<file path="config.mk">
export PLATFORM = sky130hd
export DESIGN_NAME = ppu_palette_ram
export DESIGN_NICKNAME = d
export VERILOG_FILES = /design/src/rtl/ppu_palette_ram.sv
export SDC_FILE = /design/constraint.sdc
export NUM_CORES = 1
export LEC_CHECK = 0
export CAP_MARGIN = 25
export CORE_ASPECT_RATIO = 0.9
export CORE_MARGIN = 3
export CORE_UTILIZATION = 63
export CTS_BUF_LIST = sky130_fd_sc_hd__clkbuf_8
export CTS_CLUSTER_DIAMETER = 60
export DETAILED_ROUTE_END_ITERATION = 8
export PLACE_DENSITY_LB_ADDON = 0.08
export SYNTH_ARGS = -nofsm -noshare
export SYNTH_HDL_FRONTEND = slang
export SYNTH_SLANG_ARGS = --single-unit
export TNS_END_PERCENT = 100
</file>
<file path="constraint.sdc">
create_clock -name clk -period 3.35 [get_ports clk]
set_clock_uncertainty 0.15 [all_clocks]
set_input_delay 0.5025 -clock clk [delete_from_list [all_inputs] [get_ports clk]]
set_output_delay 0.5025 -clock clk [all_outputs]
set_load 0.005 [all_outputs]
</file>
<file path="src/rtl/ppu_palette_ram.sv">
// ---------------------------------------------------------------------------
// ppu_palette_ram
//
// Palette memory and pixel-lookup stage of the PPU. It holds 32 six-bit
// colour entries written by the CPU: 4 background palettes followed by
// 4 sprite palettes, with 4 entries each. It turns each rendered pixel's
// {sprite, palette, index} selection into a 6-bit RRGGBB code for the
// system palette stage. The lookup is a fixed two-register pipeline.
//
// Optional feature macro: PALETTE_READBACK_EN
//   defined   : CPU readback through cpu_re / cpu_rdata / cpu_rvalid.
//   undefined : cpu_re is ignored. cpu_rdata is tied to 6'h00 and
//               cpu_rvalid to 0. The ports stay in place.
//
// Ports
//   clk          in   1  system clock, rising edge
//   rst_n        in   1  asynchronous active-low reset
//   cpu_addr     in   5  palette entry address (mirrored, see map_addr)
//   cpu_wdata    in   6  colour code to write {RR,GG,BB}
//   cpu_we       in   1  write strobe, one entry per cycle
//   cpu_re       in   1  read strobe (readback build only)
//   cpu_rdata    out  6  readback data, held between reads
//   cpu_rvalid   out  1  one-cycle pulse qualifying cpu_rdata
//   pix_valid    in   1  pixel request this cycle
//   pix_blank    in   1  pixel lies in blanking
//   pix_sprite   in   1  1 = sprite palettes (16-31), 0 = background (0-15)
//   pix_palette  in   2  palette number
//   pix_index    in   2  colour index, 0 = transparent (backdrop)
//   color_valid  out  1  qualifies color
//   color        out  6  colour code to the system palette stage
// ---------------------------------------------------------------------------
module ppu_palette_ram (
    input  logic       clk,
    input  logic       rst_n,
    input  logic [4:0] cpu_addr,
    input  logic [5:0] cpu_wdata,
    input  logic       cpu_we,
    input  logic       cpu_re,
    output logic [5:0] cpu_rdata,
    output logic       cpu_rvalid,
    input  logic       pix_valid,
    input  logic       pix_blank,
    input  logic       pix_sprite,
    input  logic [1:0] pix_palette,
    input  logic [1:0] pix_index,
    output logic       color_valid,
    output logic [5:0] color
);

    localparam logic [5:0] BLANK_COLOR = 6'h00;
    localparam int         NUM_ENTRIES = 32;

    // Sprite entry 0 of each palette (16/20/24/28) is the same physical
    // register as background entry 0 of that palette (0/4/8/12).
    function automatic logic [4:0] map_addr(input logic [4:0] a);
        logic [4:0] m;
        if (a[4] && (a[1:0] == 2'b00)) begin
            m = {1'b0, a[3:0]};
        end else begin
            m = a;
        end
        return m;
    endfunction

    logic [5:0] mem_r [NUM_ENTRIES];

    logic [4:0] wr_addr_s;
    logic [4:0] pix_addr_s;
    logic       bypass_hit_s;
    logic [5:0] color_next_s;

    logic [4:0] s1_addr_r;
    logic       s1_valid_r;
    logic       s1_blank_r;

    logic [5:0] color_r;
    logic       color_valid_r;

    assign wr_addr_s = map_addr(cpu_addr);

    // Pixel address: any transparent index selects the universal backdrop.
    always_comb begin
        pix_addr_s = 5'd0;
        if (pix_index == 2'd0) begin
            pix_addr_s = 5'd0;
        end else begin
            pix_addr_s = {pix_sprite, pix_palette, pix_index};
        end
    end

    // A write landing on the entry being read this edge is forwarded, so the
    // pixel sees the new colour instead of the stale one.
    assign bypass_hit_s = cpu_we && (wr_addr_s == s1_addr_r);

    // Stage-2 colour selection. color holds when no pixel is in stage 1.
    always_comb begin
        color_next_s = color_r;
        if (s1_valid_r) begin
            if (s1_blank_r) begin
                color_next_s = BLANK_COLOR;
            end else if (bypass_hit_s) begin
                color_next_s = cpu_wdata;
            end else begin
                color_next_s = mem_r[s1_addr_r];
            end
        end else begin
            color_next_s = color_r;
        end
    end

    // Palette storage, written by the CPU through the mirror map.
    always_ff @(posedge clk or negedge rst_n) begin
        if (!rst_n) begin
            for (int i = 0; i < NUM_ENTRIES; i++) begin
                mem_r[i] <= 6'h00;
            end
        end else if (cpu_we) begin
            mem_r[wr_addr_s] <= cpu_wdata;
        end
    end

    // Stage 1: capture the resolved pixel address and its qualifiers.
    always_ff @(posedge clk or negedge rst_n) begin
        if (!rst_n) begin
            s1_addr_r  <= 5'd0;
            s1_valid_r <= 1'b0;
            s1_blank_r <= 1'b0;
        end else begin
            s1_addr_r  <= pix_addr_s;
            s1_valid_r <= pix_valid;
            s1_blank_r <= pix_blank;
        end
    end

    // Stage 2: registered colour output to the system palette stage.
    always_ff @(posedge clk or negedge rst_n) begin
        if (!rst_n) begin
            color_r       <= 6'h00;
            color_valid_r <= 1'b0;
        end else begin
            color_r       <= color_next_s;
            color_valid_r <= s1_valid_r;
        end
    end

    assign color       = color_r;
    assign color_valid = color_valid_r;

`ifdef PALETTE_READBACK_EN
    logic [5:0] rdata_r;
    logic       rvalid_r;
    logic [5:0] rdata_next_s;

    // Readback and write share cpu_addr. When both strobes are high, the
    // read therefore always targets the entry being written and returns
    // the new data.
    always_comb begin
        rdata_next_s = rdata_r;
        if (cpu_re) begin
            if (cpu_we) begin
                rdata_next_s = cpu_wdata;
            end else begin
                rdata_next_s = mem_r[wr_addr_s];
            end
        end else begin
            rdata_next_s = rdata_r;
        end
    end

    // Readback register: data holds between reads, valid pulses once.
    always_ff @(posedge clk or negedge rst_n) begin
        if (!rst_n) begin
            rdata_r  <= 6'h00;
            rvalid_r <= 1'b0;
        end else begin
            rdata_r  <= rdata_next_s;
            rvalid_r <= cpu_re;
        end
    end

    assign cpu_rdata  = rdata_r;
    assign cpu_rvalid = rvalid_r;
`else
    // Readback not built: the strobe is intentionally left unconnected.
    logic unused_cpu_re_s;
    assign unused_cpu_re_s = cpu_re;

    assign cpu_rdata  = 6'h00;
    assign cpu_rvalid = 1'b0;
`endif

endmodule

</file>
# --- After elaboration in Yosys (flattened, before gate mapping) ---
# Index checks and enable logic that the tools add are counted.
classes:
  reduce_logical: 5
  n_lt_le_gt_ge: 3
  n_eq_ne: 1
  bitwise_logic: 2
  mux: 10
op_table:
  columns: ["op", "n"]
  rows:
  - ["$bwmux 192", 1]
  - ["$bmux 6 s5", 1]
  - ["$demux 6 s5", 1]
  - ["$mux 6", 5]
  - ["$ge 6x6->1 const B", 2]
  - ["$not 5->6", 2]
  - ["$mux 5", 2]
  - ["$lt 6x1->1 const B", 1]
  - ["$eq 5x5->1", 1]
  - ["$logic_not 2->1", 2]
  - ["$logic_and 1x1->1", 3]
totals:
  inputBits: 22
  elab_cells: 58
  register_bits: 206

# --- Longest topological paths before layout ---
depth:
  ltp_word: 9
  ltp_mapped: 8

# --- Worst setup path before layout ---
# OpenSTA, ideal clock, no wires.
synth_path:
  path_type: "input -> register"
  from: "input cpu_addr[1]"
  to: "register mem_r[108] (netlist bit)"
  path_buffers: 2
  path_slack_ns: 1.258
  stages: 6
  arrival_time_ns: 1.814
  required_ns: 3.072
  path_cell_list: "clkbuf_1 nand2b_1 nor3b_1 and3_1 buf_2 mux2_1"
synth_between:
  elab_chain_len: 9
  word_cells_on_any_way: 10
  classes_between: "order compare (2); mux (4); bitwise (1); reduce/logical (3)"
synth_lines:
  columns: ["item", "line_no", "text"]
  rows:
  - ["start: declaration", "35", "input logic [4:0] cpu_addr,"]
  - ["$logic_not 2->1", "57", "if (a[4] && (a[1:0] == 2'b00)) begin"]
  - ["$logic_and 1x1->1", "57", null]
  - ["$mux 5 *", "57", null]
  - ["$not 5->6 (implied by the code) *", "118", "mem_r[wr_addr_s] <= cpu_wdata;"]
  - ["$ge 6x6->1 (implied by the code) or $lt 6x1->1 (tied branches)", "118", null]
  - ["$logic_and 1x1->1 (implied by the code)", "118", null]
  - ["$mux 6 (implied by the code)", "118", null]
  - ["$demux 6 s5 *", "118", null]
  - ["$bwmux 192 *", "118", null]
  - ["end signal: indexed assignment", "118", null]
  - ["end: declaration", "65", "logic [5:0] mem_r [NUM_ENTRIES];"]
# Mark *: on every way between the ends. The rest lies on a longest branch, timed or not.
# A chain may end at the register's enable or synchronous reset.

# --- Worst setup path after layout ---
layout_path:
  from: "register s1_addr_r[0]"
  to: "register color_r[4] (netlist: color[4])"
layout_between:
  elab_chain_len: 6
  word_cells_on_any_way: 8
  classes_between: "eq/ne (1); mux (5); bitwise (1); reduce/logical (1)"
layout_lines:
  columns: ["item", "line_no", "text"]
  rows:
  - ["start: declaration", "72", "logic [4:0] s1_addr_r;"]
  - ["start signal: assignment", "129", "s1_addr_r <= pix_addr_s;"]
  - ["$not 5->6 (implied by the code)", "104", "color_next_s = mem_r[s1_addr_r];"]
  - ["$bmux 6 s5", "104", null]
  - ["$mux 6 (implied by the code) (2 in a row)", "104", null]
  - ["$mux 6 *", "101", "end else if (bypass_hit_s) begin"]
  - ["$mux 6 *", "99", "if (s1_blank_r) begin"]
  - ["end signal: assignment", "141", "color_r <= color_next_s;"]
  - ["end: declaration", "76", "logic [5:0] color_r;"]
# Mark *: on every way between the ends. The rest lies on a longest branch, timed or not. The select of a mux whose other input is x is not followed.

==> results.toml <==
[run_status]
outcome = "complete, no violations"

[detailed_routing]
drtIter0Drc = 441
routed_via_density = 6.13
drc = 0
wl_per_cell_um = 22.4
postRouteAntennaNets = 0
drt-total-wl_um = 21000
vias = 5752
drt_first_pass_iters = 5

[synth]
ys_seq_elements = 206
synth_area_leaders = "dfrtp_1, mux2_2, mux2i_1"
synth-seq-area-share_pct = 54.7
synth_most_common_cell = "dfrtp_1"
synth_top_area_share_pct = 54.7
yosys-top-cells-count = "dfrtp_1, mux2_2, mux2i_1, clkbuf_1, a22oi_1"
avgSynthCellArea_um2 = 13.3
ys_warn_count = 0
async_reset_ff_share_pct = 100
synth_cells = 710
synthFlopType = "dfrtp_1"
synth.distinct_cells = 41
synth-edff-count = 0
synth_area_leader_cell = "dfrtp_1"
mappedNetlistArea_um2 = 9420

[pwr]
ir_worst_vdd_mv = 0.381
total_power_uw = 6260
powerDensity_nw_per_um2 = 597
p_leak_uw = 0.00493

[cts]
path_clk_slew_ns = 0.06
insertion_delay_ns = 0.51
cts_max_level = 2
root_buffer = "clkbuf_8"
clkSinkCount = 206
post_cts_resized = 0
cts_post_setup_buffers_inserted = 0
cts_buffers = 35
cts_tree = "built"
cts.path.max_buffers = 3
hold_buffers = 1

[timing]
setup_slack_ns = 0.807
final_hold_viol_count = 0
drv_slew = 0
min_period_over_period_pct = 75.9
slew-limit-headroom_pct = 44.8
rsz0062_at_grt = "no"
tns_ns = 0
tightest_slew_ns = 0.828
fmax_mhz = 393
fin_crit_ns = 2.54
setup_viol = 0

[finish]
stdcell_count = 939
fillers = 937
num_antenna_cells = 0
finish.instance_area_um2 = 10500
fin_nets = 746
area_growth_pct = 11.2
drive_gt1_share_pct = 29.6

[floorplan]
io_pins = 36
die_area_um2 = 16500
die_height_um = 122
die_w_um = 135
core_area_um2 = 14300
initial_core_util_pct = 65.8
rows = 41

[hold_path]
hold_path.class = "flip-flop to flip-flop"
holdPathStages = 0
whs_endpoint = "mem_r[68]$_DFFE_PN0P_"
worstHoldStart = "mem_r[68]$_DFFE_PN0P_"

[setup_path]
r2r-start = "s1_addr_r[0]$_DFF_PN0_"
cp-start-kind = "flip-flop"
cp_max_fo = 49
worstSetupEndpointType = "flip-flop"
r2r-end = "color[4]$_DFFE_PN0P_"
r2r_slack_ns = 0.81
setup.worst_path.start = "s1_addr_r[0]$_DFF_PN0_"
rr_worst_depth = 6
arrival_ns = 2.80
worstSetupPathType = "flip-flop to flip-flop"
worst_ep_required_time_ns = 3.61

[global_routing]
grt_first_pass_wirelength_um = 33500
antenna_found_initial = 0
grt_usage_pct = 26.6
grt_overflow_total = 0
grt_max_degree = 100
grt_pass1_vias = 6000

[placed_design]
preCtsSetupSlack_ns = 0.484
place_congestion = 0.818
port_buffers = 27
placedCellCount = 876
dp_hpwl_um = 13300
placed_cell_area_um2 = 9740

[run]
maxCapViolations = 0
-- routing by layer --
metal	global-route usage [%]	up-vias	routed length (µm)
met4	7.44	0	383
li1	-	2560	-
met5	0	-	0
met3	5.82	30	1460
met1	38.6	2979	9480
met2	41.2	183	9680
-- power by group --
group	total [µW]	internal, µW	switching [µW]
combinational	939	516	422
clock	2180	1200	976
sequential	3140	2910	228
total	6260	4630	1630
-- per-stage QoR --
step | utilization, % | hold slack (ns)
after floorplan | - | 0.0569
after global placement | 67.9 | 0.214
after detailed placement | 68.0 | 0.215
after CTS | 72.9 | 0.228
after global routing | 73.2 | 0.239
final | 73.2 | 0.225
-- registers in the layout, summed over array words and instances (netlist names) --
name         cells
mem_r          192
color            6
s1_addr_r        5
color_valid      1
s1_blank_r       1
s1_valid_r       1
-- cells by family after synthesis --
kind of cell    synth area share (%)
compound gates                  6.19
xor+xnor                       0.372
buf+inv                         4.57
flops                           54.7
mux                             30.3
other cells                   0.0398
simple gates                    3.85
-- layout by cell type, fill, tap and decap left out, types with 2 or more instances in the layout --
cell,Yosys,routed
clkdlybuf4s50_1,0,26
clkbuf_8,0,46
o21ai_1,5,5
buf_8,1,2
buf_4,12,20
inv_1,2,11
nor4_2,2,2
conb_1,1,7
a21oi_1,20,20
a22o_1,4,4
mux2_2,139,139
a22oi_1,46,46
clkinv_2,0,3
nand4b_1,2,2
nor2_1,19,19
o22ai_1,2,2
nand2_1,13,13
dfrtp_1,206,205
buf_12,1,2
a221oi_1,4,4
mux2i_1,96,96
mux2_1,29,29
nor3_2,2,2
or4_1,5,5
or3_1,3,3
nand2b_1,6,6
xnor2_1,3,3
nor2b_1,7,7
-- final cells by class --
type	count	area, µm²	share of cell area (%)
flip-flops and latches	206	5160	49.2
multi-input cells	426	3860	36.8
clock buffers	45	619	5.91
repair buffers	53	529	5.05
well taps	193	241	2.30
clock inverters	14	65.1	0.621
inverters	2	7.51	0.0716
-- worst max-delay path by stage --
stage                                   endpoint  slack, ns  cells past startpoint
after floorplan           mem_r[108]$_DFFE_PN0P_       1.26                      6
after global placement     mem_r[15]$_DFFE_PN0P_       0.56                      4
after detailed placement   mem_r[12]$_DFFE_PN0P_       0.48                      4
after CTS                   color[4]$_DFFE_PN0P_       0.75                      6
after global routing        color[4]$_DFFE_PN0P_       0.62                      6
final                       color[4]$_DFFE_PN0P_       0.81                      6
-- worst max-delay path: stages (launching register included) --
cell	delay, ns
dfrtp_4	0.68
buf_12	0.37
xor2_1	0.13
a211o_1	0.33
nor4_2	0.49
a22oi_1	0.14
o31ai_1	0.11
(Power assumes the default switching activity.)
